===== src/rtl/hazard_scoreboard.sv =====
// rtl/hazard_scoreboard.sv - in-flight writer tracking, load-use/early-branch stall and forward selects
// Entry i describes the instruction now in stage i (1 = EX, STAGES = WB).
module hazard_scoreboard #(
  parameter int REG_W  = 5,
  parameter int STAGES = 3,
  parameter int CNT_W  = 16,
  localparam int SW    = $clog2(STAGES + 1)
) (
  input  logic             clk_i,
  input  logic             rst_i,
  input  logic             hold_i,
  input  logic             flush_i,
  input  logic             id_valid_i,
  input  logic [REG_W-1:0] id_rs_i,
  input  logic [REG_W-1:0] id_rt_i,
  input  logic             id_rs_use_i,
  input  logic             id_rt_use_i,
  input  logic             id_early_i,
  input  logic             id_wr_en_i,
  input  logic [REG_W-1:0] id_rd_i,
  input  logic [SW-1:0]    id_res_stage_i,
  output logic             stall_o,
  output logic [SW-1:0]    id_fwd_rs_sel_o,
  output logic [SW-1:0]    id_fwd_rt_sel_o,
  output logic [SW-1:0]    ex_fwd_rs_sel_o,
  output logic [SW-1:0]    ex_fwd_rt_sel_o,
  output logic [CNT_W-1:0] stall_count_o
);

  logic [STAGES:1]            vld_q, vld_d, wen_q, wen_d;
  logic [STAGES:1][REG_W-1:0] rd_q, rd_d;
  logic [STAGES:1][SW-1:0]    res_q, res_d;
  logic [SW-1:0]              ex_rs_q, ex_rs_d, ex_rt_q, ex_rt_d;
  logic [CNT_W-1:0]           cnt_q, cnt_d;
  logic [SW-1:0]              m_rs, m_rt, p_rs, p_rt;
  logic                       hz_rs, hz_rt, hz_stall, load;

  // Descending scan so the youngest (lowest-index) producer wins; WB is left to the regfile bypass.
  always_comb begin
    m_rs = '0;
    p_rs = '0;
    m_rt = '0;
    p_rt = '0;
    for (int i = STAGES - 1; i >= 1; i--) begin
      if (vld_q[i] && wen_q[i] && rd_q[i] != '0) begin
        if (rd_q[i] == id_rs_i) begin
          m_rs = SW'(i);
          p_rs = res_q[i];
        end
        if (rd_q[i] == id_rt_i) begin
          m_rt = SW'(i);
          p_rt = res_q[i];
        end
      end
    end
  end

  assign hz_rs = id_rs_use_i && (m_rs != '0) && (id_early_i ? (m_rs <= p_rs) : (m_rs < p_rs));
  assign hz_rt = id_rt_use_i && (m_rt != '0) && (id_early_i ? (m_rt <= p_rt) : (m_rt < p_rt));
  assign hz_stall = id_valid_i && !flush_i && (hz_rs || hz_rt);
  assign load     = id_valid_i && !flush_i && !hz_stall;

  assign stall_o         = hold_i || hz_stall;
  assign id_fwd_rs_sel_o = (id_rs_use_i && !hz_rs) ? m_rs : '0;
  assign id_fwd_rt_sel_o = (id_rt_use_i && !hz_rt) ? m_rt : '0;
  assign ex_fwd_rs_sel_o = ex_rs_q;
  assign ex_fwd_rt_sel_o = ex_rt_q;
  assign stall_count_o   = cnt_q;

  always_comb begin
    vld_d   = vld_q;
    wen_d   = wen_q;
    rd_d    = rd_q;
    res_d   = res_q;
    ex_rs_d = ex_rs_q;
    ex_rt_d = ex_rt_q;
    cnt_d   = cnt_q;
    if (!hold_i) begin
      for (int i = STAGES; i >= 2; i--) begin
        vld_d[i] = vld_q[i-1];
        wen_d[i] = wen_q[i-1];
        rd_d[i]  = rd_q[i-1];
        res_d[i] = res_q[i-1];
      end
      if (load) begin
        vld_d[1] = 1'b1;
        wen_d[1] = id_wr_en_i;
        rd_d[1]  = id_rd_i;
        res_d[1] = id_res_stage_i;
        // One stage further on by the time the operand is consumed in EX.
        ex_rs_d  = (id_rs_use_i && m_rs != '0) ? m_rs + SW'(1) : '0;
        ex_rt_d  = (id_rt_use_i && m_rt != '0) ? m_rt + SW'(1) : '0;
      end else begin
        vld_d[1] = 1'b0;
        wen_d[1] = 1'b0;
        rd_d[1]  = '0;
        res_d[1] = '0;
        ex_rs_d  = '0;
        ex_rt_d  = '0;
      end
      if (hz_stall && cnt_q != '1) cnt_d = cnt_q + CNT_W'(1);
    end
  end

  always_ff @(posedge clk_i or posedge rst_i) begin
    if (rst_i) begin
      vld_q   <= '0;
      wen_q   <= '0;
      rd_q    <= '0;
      res_q   <= '0;
      ex_rs_q <= '0;
      ex_rt_q <= '0;
      cnt_q   <= '0;
    end else begin
      vld_q   <= vld_d;
      wen_q   <= wen_d;
      rd_q    <= rd_d;
      res_q   <= res_d;
      ex_rs_q <= ex_rs_d;
      ex_rt_q <= ex_rt_d;
      cnt_q   <= cnt_d;
    end
  end

endmodule


===== config.mk =====
export PLATFORM = sky130hd
export DESIGN_NAME = hazard_scoreboard
export DESIGN_NICKNAME = d
export VERILOG_FILES = /design/src/rtl/hazard_scoreboard.sv
export SDC_FILE = /design/constraint.sdc
export NUM_CORES = 1
export LEC_CHECK = 0
export ABC_AREA = 1
export CORE_UTILIZATION = 51
export CTS_CLUSTER_SIZE = 30
export DETAILED_ROUTE_END_ITERATION = 7
export PLACE_DENSITY = 0.92
export SLEW_MARGIN = 40
export SYNTH_ARGS = -nofsm -noshare
export SYNTH_HDL_FRONTEND = slang
export SYNTH_SLANG_ARGS = --single-unit

===== constraint.sdc =====
create_clock -name clk_i -period 2.7 [get_ports clk_i]
set_input_delay 0.27 -clock clk_i [delete_from_list [all_inputs] [get_ports clk_i]]
set_output_delay 0.27 -clock clk_i [all_outputs]
set_load 0.01 [all_outputs]

==> metrics.txt, run 1 <==
final setup fails=5; worst vdd rail ir drop=0.351 mV; row count=24; number of clock sinks seen by CTS=38; type of destination of the critical path=output port; leading cell type in the layout, fill and taps excluded=sky130_fd_sc_hd__nand2_1; cell leakage power=1.79 nW; final cycle utilization of the critical path=108%; via count of the first global-routing pass=2513; starting density of the core=54.3%; overall die area=0.00504 sq mm; time the worst path needs with I/O delays and setup=2.91 ns; highest clock rate=0.344 GHz; critical path type=flip-flop to output port; startpoint kind of the worst setup timing path=flip-flop; Post-route DRC=3; Final Cell Area=0.00355 sq mm; Via-to-Cell Ratio=5.40; Avg Inst Size Synth=6.84 sq um; width of the die=71.0 microns; largest net degree at the start of global routing=39; Overflow after GRT=0; synthesized flop and latch total=38; I/O pin count=51; Num CTS Buffers=5; leading post-synthesis cells by cell area=sky130_fd_sc_hd__dfrtp_1 39%, sky130_fd_sc_hd__nand2_1 22%, sky130_fd_sc_hd__inv_1 7.0%, sky130_fd_sc_hd__o21ai_0 5.2%, sky130_fd_sc_hd__nand3_1 4.9%; most frequent cells in the layout=130 x sky130_fd_sc_hd__nand2_1, 38 x sky130_fd_sc_hd__clkdlybuf4s50_1, 36 x sky130_fd_sc_hd__dfrtp_1; DRC violation total after the first TritonRoute iteration=217; net total in the final layout=478; total global routing track utilization=26.9%; post-synth design cell area=0.00243 sq mm; warnings from Yosys=0; count of filler cells inserted in the layout=263; Worst-Skew Late Latency=0.30 ns; CTS H-Tree Depth=2; unrepaired setup endpoints after global routing=yes; combined area of the multi-input logic cells=0.00140 sq mm; Longest Clk Path Bufs=2; worst setup skew after layout=0.0135 ns; Antenna diodes=0; outcome=complete, but fails checks; pwr dens=394 mW/mm^2; final weighted congestion in routability-driven placement=0.908; number of antenna violations at the first check in global routing=0; IO Port Bufs=50; number of hold buffers added after cts=0; timing startpoint of the critical path=rd_q[8]$_DFFE_PP0N_; buffer type at the clock tree root=sky130_fd_sc_hd__clkbuf_8; wirelength, routed=7.49 mm; DR WL/cell=15.0 microns; TritonCTS clock tree=yes; maximum fanout count along the critical path=3; Synthesized Nets=388; proportion of layout cells with a drive suffix above 1=23.8%; Die H=71.0 microns; setup slack of the worst register-to-register path=0.02 ns; DP Worst Slack=-0.553 ns; final-report max-slew violation count=0; slew margin rel.=67.6%; area added between synthesis and finish=46.3%; total number of vias=2688; Tightest Hold Check Type=primary input to async pin; DP Wirelength=4.39 mm; number of max-cap violations=0; Layout Utilization=79.4%; failing checks=DRC, setup timing; fin worst setup slack=-0.207 ns; dominant cell type by area after synthesis=sky130_fd_sc_hd__dfrtp_1; Least-Margin Pin Slew=0.487 ns; count of antenna-violating nets left after detailed routing=0; cells after synthesis=355; commonest register cell after synthesis=sky130_fd_sc_hd__dfrtp_1; summed negative setup slack over all endpoints=-0.825 ns; total core area=0.00447 sq mm; synth unique cells=21; share of the yosys chip area belonging to registers=39.2%; share of flip-flops with an asynchronous set or reset=100%; wire length of the first global-routing pass=10.7 mm; Post-Place Cell Area=0.00310 sq mm; clock-pin slew of the registers on the worst-case setup and hold paths=0.08 ns; number of enable-type register cells in the synthesized netlist=0; Register Area=953 sq um; required time worst endpoint=2.43 ns; data arrival time of the critical path=2.64 ns; count of TritonRoute iterations in the first routing pass=8; count of endpoints failing hold in the final timing report=0; post-synth top area share=39.2%; R2R Path Start=rd_q[8]$_DFFE_PP0N_
==> worst max-delay path, cell delays in order (launching register included) <==
cell,delay (ns)
sky130_fd_sc_hd__dfrtp_1,0.43
sky130_fd_sc_hd__inv_2,0.10
sky130_fd_sc_hd__nand2_1,0.08
sky130_fd_sc_hd__nand2_1,0.09
sky130_fd_sc_hd__nand3_2,0.09
sky130_fd_sc_hd__nor3_2,0.19
sky130_fd_sc_hd__buf_4,0.15
sky130_fd_sc_hd__nand3_2,0.06
sky130_fd_sc_hd__nand2_2,0.10
sky130_fd_sc_hd__inv_2,0.06
sky130_fd_sc_hd__ha_4,0.27
sky130_fd_sc_hd__inv_2,0.03
sky130_fd_sc_hd__o21bai_1,0.15
sky130_fd_sc_hd__nand2_1,0.09
sky130_fd_sc_hd__nand2_2,0.12
sky130_fd_sc_hd__nand2_2,0.08
sky130_fd_sc_hd__nor2_1,0.09
sky130_fd_sc_hd__buf_2,0.14
==> path summary, 6_finish.rpt <==
kind | endpoint | depth (start not counted)
worst min register to register | wen_q[2]$_DFFE_PP0N_ | 2
worst min-delay path | wen_q[1]$_DFFE_PP0N_ | 3
worst max register to register | res_q[0]$_DFFE_PP0N_ | 19
worst max-delay path | id_fwd_rs_sel_o[0] | 17
min in group clk_i | wen_q[2]$_DFFE_PP0N_ | 2
max in group asynchronous | rd_q[9]$_DFFE_PP0N_ | 3
==> timing repair <==
item	in CTS	in global routing
gates cloned	0	1
endpoints found under the setup margin	14	30
pin swaps	6	21
buffers inserted	5	13
resized for setup	32	60
==> sequential cells by signal, indices dropped and copies added, names as in the netlist <==
name / cells
rd_q: 10
ex_fwd_rt_sel_o: 2
vld_q: 2
ex_fwd_rs_sel_o: 2
stall_count_o: 16
wen_q: 2
res_q: 4
==> cell usage after synthesis, drive strengths merged (2+ instances only) <==
cell    count
nor2       33
xor2       10
nand3      24
ha          7
inv        47
nand4       3
dfrtp      38
nor3        3
xnor2       9
buf         4
clkbuf      2
o21ai      27
nand2     145
==> cell type report <==
type	instances	share of cell area, %
clock buffer	6	2.32
clock inverter	2	1.69
inverter	48	5.25
multi-input combinational	263	39.3
sequential	38	26.8
tap	52	1.83
timing repair buffer	88	22.6
timing repair inverter	1	0.211
==> routing by layer <==
metal / wire length (microns) / GRT usage [%] / vias up
met5: 0 / 0 / -
met4: 304 / 12.0 / 0
met3: 525 / 3.99 / 33
met2: 3650 / 47.8 / 143
met1: 3010 / 32.4 / 1241
li1: - / - / 1271
==> logic make-up (layout without fill, tap and decap cells) <==
kind of cell	count (synthesis)	after routing	synth area share, %
xor+xnor	19	19	6.85
fa+ha+maj	7	7	3.61
simple gates	208	208	34.9
buf+inv	54	145	9.32
flops	38	38	39.2
compound gates	29	29	6.18
==> power by group <==
group	switching, W	internal, W	leakage, nW
Combinational	0.000101	0.0000830	1.20
Sequential	0.0000233	0.000587	0.518
Clock	0.000211	0.000394	0.0714
Total	0.000335	0.00106	1.79
==> stage by stage <==
step           total power, W  cells  hold slack, ns
2_1_floorplan        0.000687    355           0.378
3_3_place_gp         0.000758    471           0.464
3_5_place_dp         0.000764    471           0.483
4_1_cts               0.00136    484           0.393
5_1_grt               0.00144    498           0.454
6_report              0.00140    498           0.371
Note: power is estimated with default switching activity, not from simulation.
==> run 2, diff against run 1 <==
- REMOVE_ABC_BUFFERS: default -> 1
==> run 2 against run 1 <==
Against the previous run:
- the run still ends with DRC, setup timing left
- global-route usage increased by 0.61 points
- non-clock buffer count decreased by 4
- final cell count decreased by 1.0%
==> metrics.txt, run 2 (synthesized netlist as in run 1, its figures left out) <==
Final Non-Filler Cells=493; width of the die=71.0 microns; count of endpoints failing hold in the final timing report=0; Post-Place Cell Area=0.00310 sq mm; Num CTS Buffers=5; DP Wirelength=4.34 mm; failing checks=DRC, setup timing; Least-Margin Pin Slew=0.483 ns; number of placed instances with taps included=471; summed negative setup slack over all endpoints=-0.949 ns; number of antenna violations at the first check in global routing=0; count of cells along the worst register-to-register path=19; net total in the final layout=473; maximum fanout count along the critical path=3; setup slack of the worst register-to-register path=0.01 ns; IO Port Bufs=50; wire length of the first global-routing pass=10.9 mm; total power draw=0.00125 W; unrepaired setup endpoints after global routing=yes; highest clock rate=0.344 GHz; final-report max-slew violation count=0; I/O pin count=51; flip-flop count of the largest register after layout=16; CTS H-Tree Depth=2; outcome=complete, but fails checks; final weighted congestion in routability-driven placement=0.899; DR WL/cell=16.3 microns; starting density of the core=54.3%; slew margin rel.=67.8%; proportion of layout cells with a drive suffix above 1=27.4%; count of filler cells inserted in the layout=280; startpoint kind of the worst setup timing path=primary input; Overflow after GRT=0; type of destination of the critical path=output port; R2R Path Start=rd_q[8]$_DFFE_PP0N_; required time worst endpoint=2.43 ns; largest net degree at the start of global routing=39; number of max-cap violations=0; DRC violation total after the first TritonRoute iteration=297; worst setup skew after layout=0.0110 ns; Post-route DRC=5; via count of the first global-routing pass=2547; Antenna diodes=0; worst vdd rail ir drop=0.267 mV; DP Worst Slack=-0.517 ns; count of TritonRoute iterations in the first routing pass=7; time the worst path needs with I/O delays and setup=2.91 ns; pwr dens=352 mW/mm^2; critical path type=primary input to output port; total number of vias=2796; final cycle utilization of the critical path=108%; Final Cell Area=0.00355 sq mm; Worst-Skew Late Latency=0.30 ns; data arrival time of the critical path=2.64 ns; Longest Clk Path Bufs=2; leading cell type in the layout, fill and taps excluded=sky130_fd_sc_hd__nand2_1; total global routing track utilization=27.5%; fin worst setup slack=-0.208 ns; row count=24; most frequent cells in the layout=121 x sky130_fd_sc_hd__nand2_1, 41 x sky130_fd_sc_hd__clkdlybuf4s50_1, 33 x sky130_fd_sc_hd__dfrtp_1; clock-pin slew of the registers on the worst-case setup and hold paths=0.08 ns; TritonCTS clock tree=yes; number of clock sinks seen by CTS=38; total core area=0.00447 sq mm; Die H=71.0 microns; final setup fails=15; area added between synthesis and finish=46.0%; Tightest Hold Check Type=primary input to async pin; wirelength, routed=8.04 mm; worst r2r dst=rd_q[3]$_DFFE_PP0N_; cell leakage power=1.72 nW; overall die area=0.00504 sq mm; count of antenna-violating nets left after detailed routing=0; buffer type at the clock tree root=sky130_fd_sc_hd__clkbuf_8; number of hold buffers added after cts=0; Via-to-Cell Ratio=5.67
## run 2: changes by cell type in the layout (fill, tap and decap cells not counted), moves of 3 or more
cell,before,now
sky130_fd_sc_hd__buf_6,8,4
sky130_fd_sc_hd__clkdlybuf4s50_1,38,41
sky130_fd_sc_hd__dfrtp_1,36,33
sky130_fd_sc_hd__dfrtp_2,2,5
sky130_fd_sc_hd__inv_1,31,28
sky130_fd_sc_hd__nand2_1,130,121
sky130_fd_sc_hd__nand2_2,12,23
sky130_fd_sc_hd__nand2_4,3,0
sky130_fd_sc_hd__nor2_2,7,3
sky130_fd_sc_hd__nor2_4,2,8
## run 2: worst max-delay path, stage by stage
cell                              delay, ns
sky130_fd_sc_hd__clkdlybuf4s50_1       0.57
sky130_fd_sc_hd__nand2_1               0.16
sky130_fd_sc_hd__nand2_2               0.12
sky130_fd_sc_hd__nand3_2               0.07
sky130_fd_sc_hd__nor3_2                0.18
sky130_fd_sc_hd__buf_4                 0.14
sky130_fd_sc_hd__nand3_2               0.07
sky130_fd_sc_hd__nand2_2               0.09
sky130_fd_sc_hd__inv_2                 0.06
sky130_fd_sc_hd__ha_4                  0.27
sky130_fd_sc_hd__inv_2                 0.03
sky130_fd_sc_hd__o21bai_1              0.12
sky130_fd_sc_hd__nand2_1               0.08
sky130_fd_sc_hd__nand2_2               0.08
sky130_fd_sc_hd__nand2_2               0.08
sky130_fd_sc_hd__nand2_1               0.07
sky130_fd_sc_hd__nand2_1               0.04
sky130_fd_sc_hd__buf_2                 0.14
## run 2: what timing repair did
| action | CTS | global route |
|---|---|---|
| buffers inserted | 9 | 5 |
| pin swaps | 7 | 38 |
| gates cloned | 0 | 1 |
| gates resized for setup | 29 | 83 |
| setup endpoints to repair | 13 | 30 |
## run 2: area by class of cell
class	instances	area (sq um)	share of cell area, %
clock buffer	6	82.6	2.33
clock inverter	2	12.5	0.353
inverter	48	189	5.33
multi-input combinational	263	1490	41.9
sequential	38	957	27.0
tap	52	65.1	1.83
timing repair buffer	84	753	21.2
## run 2: worst max-delay path by stage
| stage | startpoint | to | slack, ns | cells after the start |
|---|---|---|---|---|
| global route | rd_q[8]$_DFFE_PP0N_ | stall_o | -0.33 | 18 |
| floorplan | rd_q[4]$_DFFE_PP0N_ | stall_count_o[0]$_DFFE_PP0P_ | 0.35 | 20 |
| finish | id_rs_i[3] | stall_o | -0.21 | 18 |
| detailed placement | id_rt_i[3] | stall_o | -0.52 | 17 |
| CTS | rd_q[1]$_DFFE_PP0N_ | stall_o | -0.02 | 17 |
| global placement | id_rt_i[1] | stall_o | -0.38 | 19 |
## run 2: through the flow
stage          hold WS (ns)  utilization (%)
2_1_floorplan         0.377                -
3_3_place_gp          0.462             69.2
3_5_place_dp          0.466             69.2
4_1_cts               0.402             72.9
5_1_grt               0.435             79.3
6_report              0.379             79.3
## run 2: power by group
| group | switching [W] | internal, W | total, W |
|---|---|---|---|
| Combinational | 0.000120 | 0.0000911 | 0.000211 |
| Clock | 0.000219 | 0.000206 | 0.000424 |
| Sequential | 0.0000259 | 0.000588 | 0.000614 |
| Total | 0.000365 | 0.000884 | 0.00125 |
## run 2: layer usage
layer | vias to the layer above | GRT usage, % | part of all wire (%)
li1 | 1262 | - | -
met1 | 1304 | 32.8 | 38
met2 | 178 | 48.7 | 49
met3 | 52 | 5.56 | 7.4
met4 | 0 | 10.9 | 5.2
met5 | - | 0 | 0
==> edit: new RTL, config.mk and constraints of run 1 <==
The parameter `STAGES` goes from 3 to 6.
--- a/src/rtl/hazard_scoreboard.sv
+++ b/src/rtl/hazard_scoreboard.sv
@@ -2,7 +2,7 @@
 // Entry i describes the instruction now in stage i (1 = EX, STAGES = WB).
 module hazard_scoreboard #(
   parameter int REG_W  = 5,
-  parameter int STAGES = 3,
+  parameter int STAGES = 6,
   parameter int CNT_W  = 16,
   localparam int SW    = $clog2(STAGES + 1)
 ) (
Ports: changed (5 resized); port bits go from 51 to 56. The function was not compared with the original's and may differ.
==> edit against run 1 <==
The flow finishes with violations (setup timing). Synthesized area up 99%. Count of clock-buffer cells in the layout up 5. Register-to-register slack worse by 0.52 ns. Largest cell class unchanged. Utilization down 9.6 points. Sequential cell count up 34. Highest routed layer unchanged. Global-route usage up 3.0 points. Clock skew down 0.0018 ns. Final area up 81%. Fmax down 14%. Sequential power up 98%. Critical path type unchanged. Routed wire length up 100%. Power up 80%. Worst setup slack worse by 0.47 ns. Die area up 96%.
==> edit: results (changes against run 1) <==
Clk pwr share - 34.1% (was 43.2%)
hold slack - 0.291 ns (was 0.371 ns)
Post-synth top cells - nand2_1, dfrtp_1, inv_1, nor2_1, o21ai_0 (was nand2_1, inv_1, dfrtp_1, nor2_1, o21ai_0)
later-pin clock latency in the skew report - 0.36 ns (was 0.30 ns)
DPL Wire Length - 9280 um (was 4390 um)
ANT cells - 0 (unchanged)
max reg flops - 25 (was 16)
Seq/Total Area, Yosys - 37.3% (was 39.2%)
ys async rst share - 100% (unchanged)
Combinational Power Share - 17.7% (was 13.2%)
htree depth - 3 (was 2)
xor/xnor share of the synthesized area - 8.34% (was 6.85%)
first-pass GRT wire length - 23,300 um (was 10,700 um)
Largest Register - rd_q
Leak Pwr - 3.20 nW (was 1.79 nW)
largest cells by area after synthesis - dfrtp_1, nand2_1, xor2_1, inv_1, o21ai_0 (was dfrtp_1, nand2_1, inv_1, o21ai_0, nand3_1)
Total GRT Usage - 29.9% (was 26.9%)
Post-Synth Adder-Cell Area - 2.85% (was 3.61%)
fill cell total of the finished layout - 629 (was 263)
status - complete, but fails checks (unchanged)
Net Count, Synth - 703 (was 388)
P_comb - 0.000447 W (was 0.000184 W)
final worst slack - -0.675 ns (was -0.207 ns)
Port Buf Inserts - 55 (was 50)
CTS resizes - 77 (was 32)
vias in the first global route - 5,081 (was 2,513)
clock skew - 0.0118 ns (was 0.0135 ns)
total CTS buffers - 9 (was 5)
nets - 815 (was 478)
failing checks - setup timing (was DRC, setup timing)
share of cells above drive strength 1 - 24.7% (was 23.8%)
total routed wirelength - 15,200 um (was 7490 um)
drt pass-1 iters - 6 (was 8)
global placer's final weighted congestion - 0.967 (was 0.908)
1st-iter DRT viols - 446 (was 217)
root buffer cell - clkbuf_8 (unchanged)
buffer count from post-CTS setup fixing - 11 (was 5)
compound-cell area share of the yosys netlist - 6.48% (was 6.18%)
Rel. slew slack - 60.3% (was 67.6%)
largest net degree at the start of global routing - 73 (was 39)
synth unique cells - 34 (was 21)
maximum VDD drop - 279 uV (was 351 uV)
Top FF cell, synth - dfrtp_1 (unchanged)
via count - 5,010 (was 2,688)
arrival time at the worst endpoint - 3.11 ns (was 2.64 ns)
Setup violations, final - 39 (was 5)
post-placement cell area - 5810 um^2 (was 3100 um^2)
sum of negative setup slack - -14.88 ns (was -0.825 ns)
switching share of total power - 29.3% (was 23.9%)
edit: area by class of cell:
cell class              count  share of cell area, %
clock buffers              11                   2.20
clock inverters             4                  0.701
inverters                  73                   4.27
multi-input cells         495                   45.2
flip-flops and latches     72                   28.1
well taps                 111                   2.16
repair buffers            126                   17.4
edit: critical path, delay by kind of cell (launching register included):
| family | cells | cell delay, ns |
|---|---|---|
| xor+xnor | 1 | 0.16 |
| flops | 1 | 0.43 |
| fa+ha+maj | 1 | 0.27 |
| compound gates | 3 | 0.44 |
| buf+inv | 2 | 0.31 |
| simple gates | 11 | 1.14 |
edit: metrics by stage:
stage | worst slack [ns] | utilization (%) | std cells
finish | -0.675 | 69.8 | 892
global placement | -0.890 | 63.2 | 862
CTS | -0.559 | 67.8 | 889
global route | -0.845 | 69.8 | 892
detailed placement | -0.947 | 63.2 | 862
floorplan | 0.0140 | - | 665
edit: worst paths after layout:
path,start,to,slack [ns],cells past startpoint
min in group clk_i,hold_i,vld_q[1]$_DFFE_PP0N_,0.36,4
worst max-delay path,rd_q[23]$_DFFE_PP0N_,id_fwd_rt_sel_o[0],-0.68,18
max in group asynchronous,rst_i,rd_q[11]$_DFFE_PP0N_,2.08,3
worst max register to register,rd_q[23]$_DFFE_PP0N_,stall_count_o[3]$_DFFE_PP0P_,-0.50,22
worst min-delay path,rst_i,stall_count_o[0]$_DFFE_PP0P_,0.29,3
worst min register to register,ex_fwd_rt_sel_o[1]$_DFFE_PP0N_,ex_fwd_rt_sel_o[1]$_DFFE_PP0N_,0.49,2
edit: per-layer routing:
layer	wire [um]	track usage [%]	vias to the layer above
met5	0	0	-
met2	7480	52.0	318
met3	1270	8.43	101
li1	-	-	2312
met1	5460	32.8	2279
met4	974	17.1	0
